===== config.mk =====
export PLATFORM = sky130hd
export DESIGN_NAME = mem_port_arbiter
export DESIGN_NICKNAME = d
export VERILOG_FILES = /design/src/rtl/mem_port_arbiter.sv
export SDC_FILE = /design/constraint.sdc
export NUM_CORES = 1
export LEC_CHECK = 0
export ABC_AREA = 1
export BUFFER_PORTS_ARGS = -buffer_cell sky130_fd_sc_hd__buf_2
export CAP_MARGIN = 20
export CORE_ASPECT_RATIO = 1.2
export CORE_MARGIN = 4
export CORE_UTILIZATION = 46
export DETAILED_ROUTE_END_ITERATION = 12
export PLACE_DENSITY = 0.82
export REMOVE_ABC_BUFFERS = 1
export SLEW_MARGIN = 20
export SYNTH_ARGS = -nofsm -noshare
export SYNTH_HDL_FRONTEND = slang
export SYNTH_HIERARCHICAL = 1
export SYNTH_SLANG_ARGS = --single-unit

===== constraint.sdc =====
create_clock -name clk -period 1.15 [get_ports clk]
set_input_delay 0 -clock clk [delete_from_list [all_inputs] [get_ports clk]]
set_output_delay 0 -clock clk [all_outputs]
set_load 0.01 [all_outputs]

===== src/rtl/mem_port_arbiter.sv =====
// Two-requester arbiter sharing one single-port synchronous data RAM between the
// processor data port (requester 0) and a loader/debug master (requester 1).

module mem_port_arbiter_lane #(
    parameter int width = 32
) (
    input  logic             clk,
    input  logic             rst,
    input  logic             cap,
    input  logic [width-1:0] mem_rdata,
    output logic [width-1:0] rdata
);

    // Holds the last read result for this requester until its next read completes.
    always_ff @(posedge clk) begin
        if (rst)
            rdata <= '0;
        else if (cap)
            rdata <= mem_rdata;
    end

endmodule

module mem_port_arbiter #(
    parameter int width    = 32,
    parameter int addrsize = 8,
    parameter bit RR_EN    = 1'b1
) (
    input  logic                clk,
    input  logic                rst,
    input  logic                r0_req,
    input  logic                r0_we,
    input  logic [addrsize-1:0] r0_addr,
    input  logic [width-1:0]    r0_wdata,
    output logic                r0_gnt,
    output logic                r0_rvalid,
    output logic [width-1:0]    r0_rdata,
    input  logic                r1_req,
    input  logic                r1_we,
    input  logic [addrsize-1:0] r1_addr,
    input  logic [width-1:0]    r1_wdata,
    output logic                r1_gnt,
    output logic                r1_rvalid,
    output logic [width-1:0]    r1_rdata,
    output logic                mem_en,
    output logic                mem_we,
    output logic [addrsize-1:0] mem_addr,
    output logic [width-1:0]    mem_wdata,
    input  logic [width-1:0]    mem_rdata,
    output logic                busy,
    output logic                last_grant
);

    localparam int NUM_REQ = 2;

    typedef struct packed {
        logic                we;
        logic [addrsize-1:0] addr;
        logic [width-1:0]    wdata;
    } mem_req_t;

    typedef enum logic [1:0] {IDLE, ISSUE, WAIT, RESP} state_t;

    function automatic logic [NUM_REQ-1:0] to_onehot(input logic idx);
        logic [NUM_REQ-1:0] oh;
        oh      = '0;
        oh[idx] = 1'b1;
        return oh;
    endfunction

    logic     [NUM_REQ-1:0]            req;
    mem_req_t [NUM_REQ-1:0]            cmd;
    logic     [NUM_REQ-1:0][width-1:0] rdata;

    state_t               state;
    logic                 sel;
    logic                 last_q;
    logic                 pick;
    logic                 mem_en_q;
    mem_req_t             mem_q;
    logic [NUM_REQ-1:0]   gnt_q;
    logic [NUM_REQ-1:0]   cap_q;
    logic [NUM_REQ-1:0]   rv_q;

    assign req    = {r1_req, r0_req};
    assign cmd[0] = {r0_we, r0_addr, r0_wdata};
    assign cmd[1] = {r1_we, r1_addr, r1_wdata};

    // Contention goes to whoever did not win last time, or always to 0 in fixed mode.
    always_comb begin
        pick = 1'b0;
        if (req[0] && req[1])
            pick = RR_EN ? ~last_q : 1'b0;
        else
            pick = req[1];
    end

    // Pulse registers default low every cycle; each state raises only what it owns.
    always_ff @(posedge clk) begin
        if (rst) begin
            state    <= IDLE;
            sel      <= 1'b0;
            last_q   <= 1'b1;
            mem_en_q <= 1'b0;
            mem_q    <= '0;
            gnt_q    <= '0;
            cap_q    <= '0;
            rv_q     <= '0;
        end else begin
            mem_en_q <= 1'b0;
            mem_q    <= '0;
            gnt_q    <= '0;
            cap_q    <= '0;
            rv_q     <= '0;
            case (state)
                IDLE: begin
                    if (|req) begin
                        sel      <= pick;
                        last_q   <= pick;
                        gnt_q    <= to_onehot(pick);
                        mem_en_q <= 1'b1;
                        mem_q    <= cmd[pick];
                        state    <= ISSUE;
                    end
                end
                ISSUE: begin
                    if (mem_q.we) begin
                        state <= IDLE;
                    end else begin
                        cap_q <= to_onehot(sel);
                        state <= WAIT;
                    end
                end
                WAIT: begin
                    rv_q  <= to_onehot(sel);
                    state <= RESP;
                end
                RESP:    state <= IDLE;
                default: state <= IDLE;
            endcase
        end
    end

    for (genvar i = 0; i < NUM_REQ; i++) begin : g_lane
        mem_port_arbiter_lane #(.width(width)) u_lane (
            .clk       (clk),
            .rst       (rst),
            .cap       (cap_q[i]),
            .mem_rdata (mem_rdata),
            .rdata     (rdata[i])
        );
    end

    assign r0_gnt     = gnt_q[0];
    assign r1_gnt     = gnt_q[1];
    assign r0_rvalid  = rv_q[0];
    assign r1_rvalid  = rv_q[1];
    assign r0_rdata   = rdata[0];
    assign r1_rdata   = rdata[1];
    assign mem_en     = mem_en_q;
    assign mem_we     = mem_q.we;
    assign mem_addr   = mem_q.addr;
    assign mem_wdata  = mem_q.wdata;
    assign busy       = (state != IDLE);
    assign last_grant = last_q;

endmodule


### Yosys cells after proc, flatten, opt, wreduce, memory -nomap -nowiden

Cells that the tools add are included.

| operators by class | value |
|---|---|
| add/sub/neg operators | 0 |
| multipliers | 0 |
| div/mod/pow operators | 0 |
| order comparisons | 4 |
| equal/unequal tests | 4 |
| shift-type cells | 0 |
| multiplexer cells | 11 |
| bitwise operators | 5 |
| reduce and logical (&&, ||, !) cells | 11 |

Operators with widths:

| cell | count |
|---|---|
| 2-to-1 mux 41 bit | 2 |
| case mux 2 bit (4 select lines) | 1 |
| OR reduction 2 bit | 3 |
| OR reduction 3 bit | 2 |
| inverter 1 bit | 5 |
| equality test 2 bit, second input constant | 2 |
| < comparator 1 x 2 -> 1 bit, second input constant | 2 |
| 2-to-1 mux 1 bit | 4 |
| 2-to-1 mux 2 bit | 2 |
| logical AND 1 bit | 3 |
| demux 1 bit (select 1 bit) | 2 |
| equality test 2 x 1 -> 1 bit, second input constant | 1 |
| greater-or-equal comparator 1 bit, second input constant | 2 |
| zero test 2 bit | 1 |
| inequality test 2 bit, second input constant | 1 |
| AND reduction 2 bit | 1 |
| nonzero test 2 bit | 1 |

| word-level totals | value |
|---|---|
| flip-flop bits (word level) | 116 |
| latch bits | 0 |
| bits in writable memories | 0 |
| memory bits (read-only) | 0 |
| bits of input ports | 118 |
| output and inout bits | 112 |
| word-level logic and storage cells | 47 |
| memories | 0 |

### Longest topological paths before layout

Gate-level depths: netlist of run 1.

| logic depth | value |
|---|---|
| word-level depth | 6 |
| gate-level depth with buffers | 6 |

### By module

Netlist of run 1, hierarchy kept.

By module, submodules not included:

| module | times used | cells each | area an instance (um^2) |
|---|---|---|---|
| mem_port_arbiter_lane | 2 | 203 | 1338.8 |
| mem_port_arbiter | 1 | 218 | 1938.1 |

### Worst setup path before layout of run 1

No wires, ideal clock.

| timing path | value |
|---|---|
| path kind | flip-flop to flip-flop |
| start | reg last_q, in the netlist last_grant |
| end | reg mem_q (netlist bit mem_addr[4]) |
| arrival | 0.947 ns |
| data required time | 1.035 ns |
| path slack | 0.088 ns |
| stages on the path, launching flop included | 7 |
| buffers on the path | 1 |
| period minus slack after synthesis | 1.062 ns |
| path through | dfxtp_1 nand2_1 nand2_2 clkinv_2 buf_4 nand2_1 a21oi_2 |

| on the way | value |
|---|---|
| word-level cells in the longest chain between the ends | 4 |

RTL lines:

| item | line | RTL |
|---|---|---|
| from (decl) | 77 | `logic last_q;` |
| from (signal assigned) | 119 | `last_q <= pick;` |
| inverter 1 bit | 93 | `pick = RR_EN ? ~last_q : 1'b0;` |
| 2-to-1 mux 1 bit | 92 | `if (req[0] && req[1])` |
| 2-to-1 mux 41 bit (implied by the code) (2 in series) | 122 | `mem_q <= cmd[pick];` |
| to (signal assigned) | 122 |  |
| to (decl) | 80 | `mem_req_t mem_q;` |

Every way passes these cells. The select of a mux whose other input is x is not followed.
A chain may end at the register's enable or synchronous reset.

### Worst setup path after layout of run 1

| timing path | value |
|---|---|
| start | reg last_q, in the netlist last_grant |
| end | reg mem_q (netlist bit mem_addr[5]) |

Same word-level chain as after synthesis.

==> results of run 1 <==
[placed cells by master (no fill, tap or decap)]
cell           count
inv_6              1
nand2_1          217
nand3_4            1
clkbuf_1           3
nand3_1            2
dfxtp_1          112
dlygate4sd3_1    117
buf_2            229
clkbuf_8           2
nand2_2            2
a21oi_2           38
buf_6              2
bufinv_16          3
dfxtp_2            4
nand2_4            1
clkinv_2           5
nor2_4             2
diode_2            3
clkbuf_16         20
buf_4              7
clkinvlp_4         2
nor2_1           135
buf_12             7
inv_1             71
inv_2              1
a21oi_1            5
[power groups by stage]
stage | sequential, W | combinational (W) | clock (W)
after floorplan | 0.00469 | 0.000676 | 0
after global placement | 0.00450 | 0.00162 | 0
after detailed placement | 0.00451 | 0.00163 | 0
after CTS | 0.00443 | 0.00195 | 0.00534
after global routing | 0.00449 | 0.00238 | 0.00557
final | 0.00447 | 0.00221 | 0.00536
[worst max path at each step]
| stage | startpoint | end | cells after the start |
|---|---|---|---|
| floorplan | last_grant | mem_addr[0] | 5 |
| global placement | last_grant | mem_wdata[6] | 6 |
| detailed placement | last_grant | mem_wdata[6] | 6 |
| CTS | flop | busy | 3 |
| global route | last_grant | mem_addr[5] | 6 |
| finish | last_grant | mem_addr[5] | 6 |
[stage by stage]
step	utilization	setup TNS, ns	setup WS, ns
2_1_floorplan	-	-55.14	-0.580
3_3_place_gp	0.601	0	0.101
3_5_place_dp	0.601	0	0.0466
4_1_cts	0.784	0	0.00876
5_1_grt	0.799	-0.0559	-0.0321
6_report	0.799	-0.0730	-0.0620
[flip-flops by register name (all words and copies together), names as in the netlist, named ones only]
register             flops
last_grant               1
mem_wdata               32
mem_en                   1
mem_we                   1
gnt_q                    2
mem_addr                 8
rv_q                     2
state                    1
cap_q                    2
g_lane.u_lane/rdata     64
sel                      1
[layer usage]
metal,GRT usage,vias up
met5,0,-
met3,0.113,76
met4,0.134,0
met1,0.338,2471
met2,0.503,398
li1,-,2543
[synth_stat cells]
cell type and instances:
nand2_1 218, nor2_1 136, buf_6 19, nor2_2 1
nand2_2 2, nand3_1 2, buf_2 9, nand3_4 1
a21oi_2 37, dfxtp_1 116, inv_1 71, clkinv_2 1
a21oi_1 6, buf_4 4, inv_2 1
[area by class of cell]
type,count,area [um2]
timing repair buffer,365,2610
sequential,116,2330
fill,569,1940
multi-input combinational,403,1750
clock buffer,22,464
inverter,73,279
tap,123,154
clock inverter,10,130
antenna,3,7.51
[cell families after synthesis]
logic type | share of synthesized area
buffers and inverters | 0.122
DFF | 0.503
and+or+nand+nor | 0.298
AOI/OAI and AO/OA | 0.0767
[worst max-delay path, stage by stage (launching register included)]
cell	delay, ns
dfxtp_2	0.33
nand2_2	0.09
nand2_4	0.11
inv_6	0.11
clkbuf_16	0.19
nand2_1	0.12
a21oi_2	0.17
[repair_timing]
| item | CTS | global route |
|---|---|---|
| gates resized for setup | 0 | 12 |
| endpoints found under the setup margin | 0 | 38 |
| endpoints found under the hold margin | 110 | 0 |
| setup buffers | 0 | 4 |
| hold buffers | 117 | 0 |
==> results.yml, run 1 <==
power_and_ir_drop:
  p_leak_nw: 4.04
  power_w: 0.0120
  p_sw_w: 0.00320
  p_sw_frac: 0.266
  power_frac_seq: 0.371
  powerDensity_nw_per_um2: 1560
  power_frac_comb: 0.184
  max-vdd-ir-drop_v: 0.00119
  p_int_w: 0.00884
  clkPwrFrac: 0.445
critical_path:
  worst-path-max-fanout: 21
  cp.arrival_ns: 1.54
  crit_required_ns: 1.47
  reg2reg_from: "last_grant"
  r2r.worst_path.cells: 6
  startpoint_type: "flop"
  r2r-end: "mem_addr[5]"
  criticalPathCategory: "reg2reg"
  reg2reg_slack_ns: -0.06
  endpoint_kind: "flop"
synthesis:
  syn_area_per_cell_um2: 7.40
  yosysWarnings: 6
  synth_largest_area_cell: "dfxtp_1"
  synth_top_area_frac: 0.503
  synth_area_um2: 4620
  yosysSeqAreaShare: 0.503
  ys_types: 15
  ys_ff_latch: 116
  netlist_top_cells_area: "dfxtp_1 (50%), nand2_1 (18%), nor2_1 (11%)"
  syn_inst: 624
final_layout:
  drive_above_1_share: 0.331
  instances_no_fill: 1115
  syn_to_final_growth_pct: 67.3
  nets: 1094
  post-route-cell-area_um2: 7720
global_route:
  grt_pass1_wl_um: 27800
  antenna_found_initial: 2
  overflow: 0
  grt_pass1_vias: 5352
  track_usage: 0.301
  grt_max_degree: 65
clock_tree:
  clock_path_buffers: 2
  cts_root_buffer: "clkbuf_16"
  tritoncts: "yes"
  cts_buffers: 17
  clk_latency_ns: 0.40
  clkTransAtPathRegs_ns: 0.05
  cts_htree_levels: 4
  cts_sinks: 116
status:
  status: "finished with violations"
  violations: "setup timing"
detailed_routing:
  vias: 5488
  drc: 0
  top_layer_used: "met4"
  routed_wl_um: 18900
  drt_first_pass_iters: 5
  drt-initial-drc-count: 386
  wl_met1_um: 6720
  drt-wirelength-per-cell_um: 16.9
  dr_wl_met2_um: 9140
  met3RoutedLength_um: 2240
  ant_nets: 0
  vias_per_cell: 4.92
hold_path:
  hold_class: "in2reg"
  hold_path_startpoint: "r1_wdata[18]"
  hold_depth: 4
  min_to: "mem_wdata[18]"
place:
  hpwlAfterDp_um: 9190
  io_buffers: 229
  gp_congestion: 0.819
  numPlacedInstances: 956
  dpl-instance-area_um2: 5810
job:
  cap_violations: 0
timing:
  fin_crit_sh: 1.05
  period_needed_ns: 1.21
  setup-violations-final: 2
  fmax_mhz: 825
  finClkSkew_ns: 0.00865
  tightest_slew_ns: 0.260
  final-hold-violation-count: 0
  slew_headroom: 0.827
  finalMaxSlewViolations: 0
  worst_slack_ns: -0.0620
  fin_hold_ws_ns: 0.411
  rsz0062_at_grt: "true"
floorplanning:
  die_height_um: 118
  core_um2: 9660
  chipWidth_um: 99.4
  initial_core_util: 0.478
  ioPinCount: 230
  row_count: 39
  die_area_um2: 11700
Power figures use the tool's default switching activity.
==> run 2: changes to the inputs <==
--- a/config.mk
+++ b/config.mk
@@ -10,9 +10,9 @@
 export CAP_MARGIN = 20
 export CORE_ASPECT_RATIO = 1.2
 export CORE_MARGIN = 4
-export CORE_UTILIZATION = 46
+export CORE_UTILIZATION = 40
 export DETAILED_ROUTE_END_ITERATION = 12
-export PLACE_DENSITY = 0.82
+export PLACE_DENSITY = 0.73
 export REMOVE_ABC_BUFFERS = 1
 export SLEW_MARGIN = 20
 export SYNTH_ARGS = -nofsm -noshare
==> constraint.sdc (replaced) <==
create_clock -name clk -period 1.4 [get_ports clk]
set_input_delay 0 -clock clk [delete_from_list [all_inputs] [get_ports clk]]
set_output_delay 0 -clock clk [all_outputs]
set_load 0.01 [all_outputs]
==> results.yml, run 2 (synthesis gave the netlist of run 1 again) <==
critical_path:
  cp_slowest_cell: "dlygate4sd3_1"
  crit_top_cell: "nand2_1"
  crit_required_ns: 1.69
  cp_num_buf_inv: 1
  worst-path-max-fanout: 3
  startpoint_type: "flop"
  critPathTopFamily: "buffers and inverters"
  endpoint_kind: "flop"
  cp.arrival_ns: 1.62
  criticalPathCategory: "reg2reg"
  cp_slowest_stage_delay_ns: 0.54
  path_cells: "nor2_2 > nand2_1 > nand2_1 > a21oi_1 > dlygate4sd3_1"
power_and_ir_drop:
  power_frac_seq: 0.364
  clkPwrFrac: 0.475
  power_w: 0.0100
  p_int_w: 0.00751
  p_sw_w: 0.00252
  max-vdd-ir-drop_v: 0.000776
  powerDensity_nw_per_um2: 1310
  p_sw_frac: 0.251
  power_frac_comb: 0.162
  p_leak_nw: 3.98
final_layout:
  largest_register_ffs: 64
  syn_to_final_growth_pct: 65.7
  seqCellArea_um2: 2320
  final_common_cell: "buf_2"
  multiInputGateArea_um2: 1730
  regMostFlops: "g_lane.u_lane/rdata"
  layout_common_cells: "buf_2 (229), nand2_1 (218), nor2_1 (135)"
  nets: 1085
  instances_no_fill: 1137
  fillers: 866
  drive_above_1_share: 0.319
global_route:
  grt_max_degree: 65
  antenna_found_initial: 4
  grt_pass1_wl_um: 25400
  track_usage: 0.241
  overflow: 0
  grt_pass1_vias: 5141
timing:
  setup-violations-final: 0
  finalMaxSlewViolations: 0
  tightest_slew_ns: 0.375
  fin_crit_sh: 0.952
  slew_headroom: 0.750
  rsz0062_at_grt: "true"
  fmax_mhz: 751
  finClkSkew_ns: 0.00856
  final-hold-violation-count: 0
  worst_slack_ns: 0.0677
  period_needed_ns: 1.33
  tns_ns: 0
place:
  numPlacedInstances: 983
  io_buffers: 229
  hpwlAfterDp_um: 9530
  gp_congestion: 0.755
  pre_cts_slack_ns: 0.178
detailed_routing:
  drt-initial-drc-count: 231
  vias_per_cell: 4.41
  drc: 0
  routed_wl_um: 16000
  vias: 5016
  drt_first_pass_iters: 4
  drt-wirelength-per-cell_um: 14.1
  ant_nets: 0
status:
  status: "finished, final reports clean"
floorplanning:
  row_count: 42
  initial_core_util: 0.414
  die_height_um: 126
  core_um2: 11100
  chipWidth_um: 106
  ioPinCount: 230
  die_area_um2: 13300
clock_tree:
  cts_sinks: 116
  cts_root_buffer: "clkbuf_16"
  cts_htree_levels: 4
  post-cts-setup-buffers: 0
  tritoncts: "yes"
  clk_latency_ns: 0.41
  clkTransAtPathRegs_ns: 0.05
  cts_buffers: 17
  clock_path_buffers: 2
job:
  cap_violations: 0
hold_path:
  hold_class: "in2reg"
[run 2: cell count changes in the layout (fill, tap and decap cells not counted), moves of 3 or more]
cell,delta
buf_4,-5
clkbuf_16,-3
clkinv_2,-3
clkinv_4,+3
[run 2: metrics by stage]
stage / util / area [um2] / hold slack (ns)
floorplan: - / 4330 / 0.0691
CTS: 0.685 / 7630 / 0.370
global route: 0.686 / 7650 / 0.407
detailed placement: 0.520 / 5790 / 0.260
global placement: 0.520 / 5790 / 0.254
finish: 0.686 / 7650 / 0.404
[run 2: path summary, 6_finish.rpt]
check / cells after the start / slack [ns] / from / end
worst min register to register: 2 / 0.47 / g_lane[1].u_lane/rdata[6] / g_lane[1].u_lane/rdata[6]
worst max register to register: 5 / 0.07 / flop / sel
worst max-delay path: 5 / 0.07 / flop / sel
worst min-delay path: 4 / 0.40 / r1_wdata[16] / mem_wdata[16]
[run 2: repair_timing]
action / CTS / global route
gates resized for setup: 0 / 2
hold buffers: 119 / 0
setup endpoints to repair: 0 / 4
endpoints found under the hold margin: 110 / 0
[run 2: routing by layer]
layer,share of wire,global-route usage,vias up
li1,-,-,2522
met1,0.41,0.271,2247
met2,0.48,0.408,219
met3,0.097,0.0998,26
met4,0.017,0.0907,2
met5,0.00069,0,-
[run 2: area by class of cell]
| type | count | area share |
|---|---|---|
| multi-input combinational | 403 | 0.226 |
| inverter | 73 | 0.0360 |
| sequential | 116 | 0.304 |
| clock inverter | 12 | 0.0267 |
| clock buffer | 20 | 0.0584 |
| antenna | 3 | 0.000982 |
| timing repair buffer | 356 | 0.322 |
| tap | 154 | 0.0252 |
[run 2: power by group through the flow]
stage          sequential [W]  clock (W)  combinational (W)
2_1_floorplan         0.00386          0           0.000556
3_3_place_gp          0.00370          0            0.00130
3_5_place_dp          0.00370          0            0.00131
4_1_cts               0.00364    0.00484            0.00158
5_1_grt               0.00367    0.00498            0.00179
6_report              0.00365    0.00476            0.00162
[run 2: worst min-delay path, delay by kind of cell]
| family | cells | cell delay (ns) |
|---|---|---|
| simple gates | 1 | 0.05 |
| compound gates | 1 | 0.10 |
| buf+inv | 2 | 0.62 |
==> run 3: changes to the inputs <==
--- a/config.mk
+++ b/config.mk
@@ -9,7 +9,7 @@
 export BUFFER_PORTS_ARGS = -buffer_cell sky130_fd_sc_hd__buf_2
 export CAP_MARGIN = 20
 export CORE_ASPECT_RATIO = 1.2
-export CORE_MARGIN = 4
+export CORE_MARGIN = 1
 export CORE_UTILIZATION = 40
 export DETAILED_ROUTE_END_ITERATION = 12
 export PLACE_DENSITY = 0.73
==> constraint.sdc (replaced) <==
create_clock -name clk -period 1.65 [get_ports clk]
set_input_delay 0 -clock clk [delete_from_list [all_inputs] [get_ports clk]]
set_output_delay 0 -clock clk [all_outputs]
set_load 0.01 [all_outputs]
==> results.yml, run 3 (synthesis gave the netlist of run 1 again) <==
hold_path:
  hold_path_startpoint: "r1_wdata[17]"
  hold_class: "in2reg"
  min_to: "mem_wdata[17]"
  hold_depth: 4
timing:
  finClkSkew_ns: 0.00782
  rsz0062_at_grt: "false"
  fmax_mhz: 719
  fin_crit_sh: 0.843
  slew_headroom: 0.708
  finalMaxSlewViolations: 0
  setup-violations-final: 0
  tightest_slew_ns: 0.437
  tns_ns: 0
  period_needed_ns: 1.39
  final-hold-violation-count: 0
place:
  gp_congestion: 0.768
  io_buffers: 229
  numPlacedInstances: 984
  hpwlAfterDp_um: 8740
final_layout:
  layout_common_cells: "buf_2 (229), nand2_1 (218), nor2_1 (136)"
  final_common_cell: "buf_2"
  drive_above_1_share: 0.317
  instances_no_fill: 1135
  largest_register_ffs: 64
  syn_to_final_growth_pct: 63.5
  fillers: 887
  nets: 1086
  post-route-util: 0.677
  regMostFlops: "g_lane.u_lane/rdata"
critical_path:
  critPathTopFamily: "buffers and inverters"
  startpoint_type: "flop"
  endpoint_kind: "flop"
  cp_num_buf_inv: 1
  r2r-end: "sel"
  criticalPathCategory: "reg2reg"
  crit_top_cell: "nand2_1"
  cp.arrival_ns: 1.68
  cp_slowest_cell: "dlygate4sd3_1"
  cp_slowest_stage_delay_ns: 0.54
  worst-path-max-fanout: 3
  r2r.worst_path.cells: 5
  reg2reg_slack_ns: 0.26
  path_cells: "nor2_1 > nand2_1 > nand2_1 > a21oi_1 > dlygate4sd3_1"
  crit_required_ns: 1.94
clock_tree:
  cts_htree_levels: 4
  cts_buffers: 17
  clock_path_buffers: 2
  cts_root_buffer: "clkbuf_16"
  clkTransAtPathRegs_ns: 0.05
  clk_latency_ns: 0.41
  tritoncts: "yes"
  post-cts-setup-buffers: 0
  cts_sinks: 116
floorplanning:
  row_count: 42
  chipWidth_um: 100
  die_height_um: 120
  initial_core_util: 0.414
  ioPinCount: 230
  core_um2: 11100
  die_area_um2: 12000
global_route:
  antenna_found_initial: 2
  grt_max_degree: 44
  grt_pass1_vias: 5045
  overflow: 0
  track_usage: 0.262
  grt_pass1_wl_um: 24200
detailed_routing:
  ant_nets: 0
  drt_first_pass_iters: 5
  drt-wirelength-per-cell_um: 13.6
  drt-initial-drc-count: 172
  drc: 0
  vias: 5075
  routed_wl_um: 15400
  vias_per_cell: 4.47
job:
  cap_violations: 0
power_and_ir_drop:
  power_w: 0.00796
  powerDensity_nw_per_um2: 1060
  p_leak_nw: 3.95
  max-vdd-ir-drop_v: 0.000678
status:
  status: "finished, final reports clean"
==> run 3: cell types whose count changed in the layout (fill, tap and decap cells not counted), moves of 2 or more <==
cell / before / now
clkinv_2: 2 / 4
clkbuf_8: 1 / 6
buf_4: 2 / 5
clkinvlp_4: 3 / 0
clkinv_4: 3 / 0
bufinv_16: 5 / 1
==> run 3: worst min-delay path, cell delays in order <==
cell and delay, ns:
dlygate4sd3_1 0.52, buf_2 0.10, nand2_1 0.06, a21oi_2 0.10
==> run 3: worst max path at each step <==
stage          startpoint            end  slack [ns]  depth (start not counted)
4_1_cts              flop            sel        0.27                          5
2_1_floorplan  last_grant    mem_addr[0]       -0.08                          5
3_5_place_dp   last_grant  mem_wdata[28]        0.42                          5
3_3_place_gp   last_grant   mem_wdata[7]        0.44                          5
6_report             flop            sel        0.26                          5
5_1_grt              flop            sel        0.14                          4
==> run 3: through the flow <==
stage          worst slack [ns]  hold slack [ns]  area, um2
3_3_place_gp              0.442            0.256       5790
2_1_floorplan           -0.0798           0.0691       4330
5_1_grt                   0.145            0.403       7540
3_5_place_dp              0.419            0.259       5790
6_report                  0.259            0.411       7550
4_1_cts                   0.268            0.368       7540
==> run 3: cell type report <==
type	instances	area, um2	area share
flip-flops and latches	116	2320	0.308
inverters	73	275	0.0365
repair buffers	357	2450	0.325
multi-input cells	403	1730	0.229
well taps	154	193	0.0255
clock buffers	26	519	0.0688
diodes	2	5.00	0.000663
clock inverters	4	45.0	0.00597
==> run 3: where the power goes <==
part / switching [W] / total, W / internal [W]
combinational: 0.000727 / 0.00136 / 0.000637
sequential: 0.0000997 / 0.00311 / 0.00301
clock: 0.00120 / 0.00349 / 0.00229
total: 0.00203 / 0.00796 / 0.00593
==> run 3: what timing repair did <==
item	4_1_cts	5_1_grt
hold buffers	119	0
hold endpoints to repair	110	0
endpoints found under the setup margin	0	0
gates resized for setup	0	0
==> run 3: per-layer routing <==
metal | global-route usage | up-vias | part of all wire
met5 | 0 | - | 0
met4 | 0.114 | 0 | 0.026
met3 | 0.0978 | 33 | 0.094
met2 | 0.454 | 243 | 0.48
met1 | 0.283 | 2274 | 0.40
li1 | - | 2525 | -
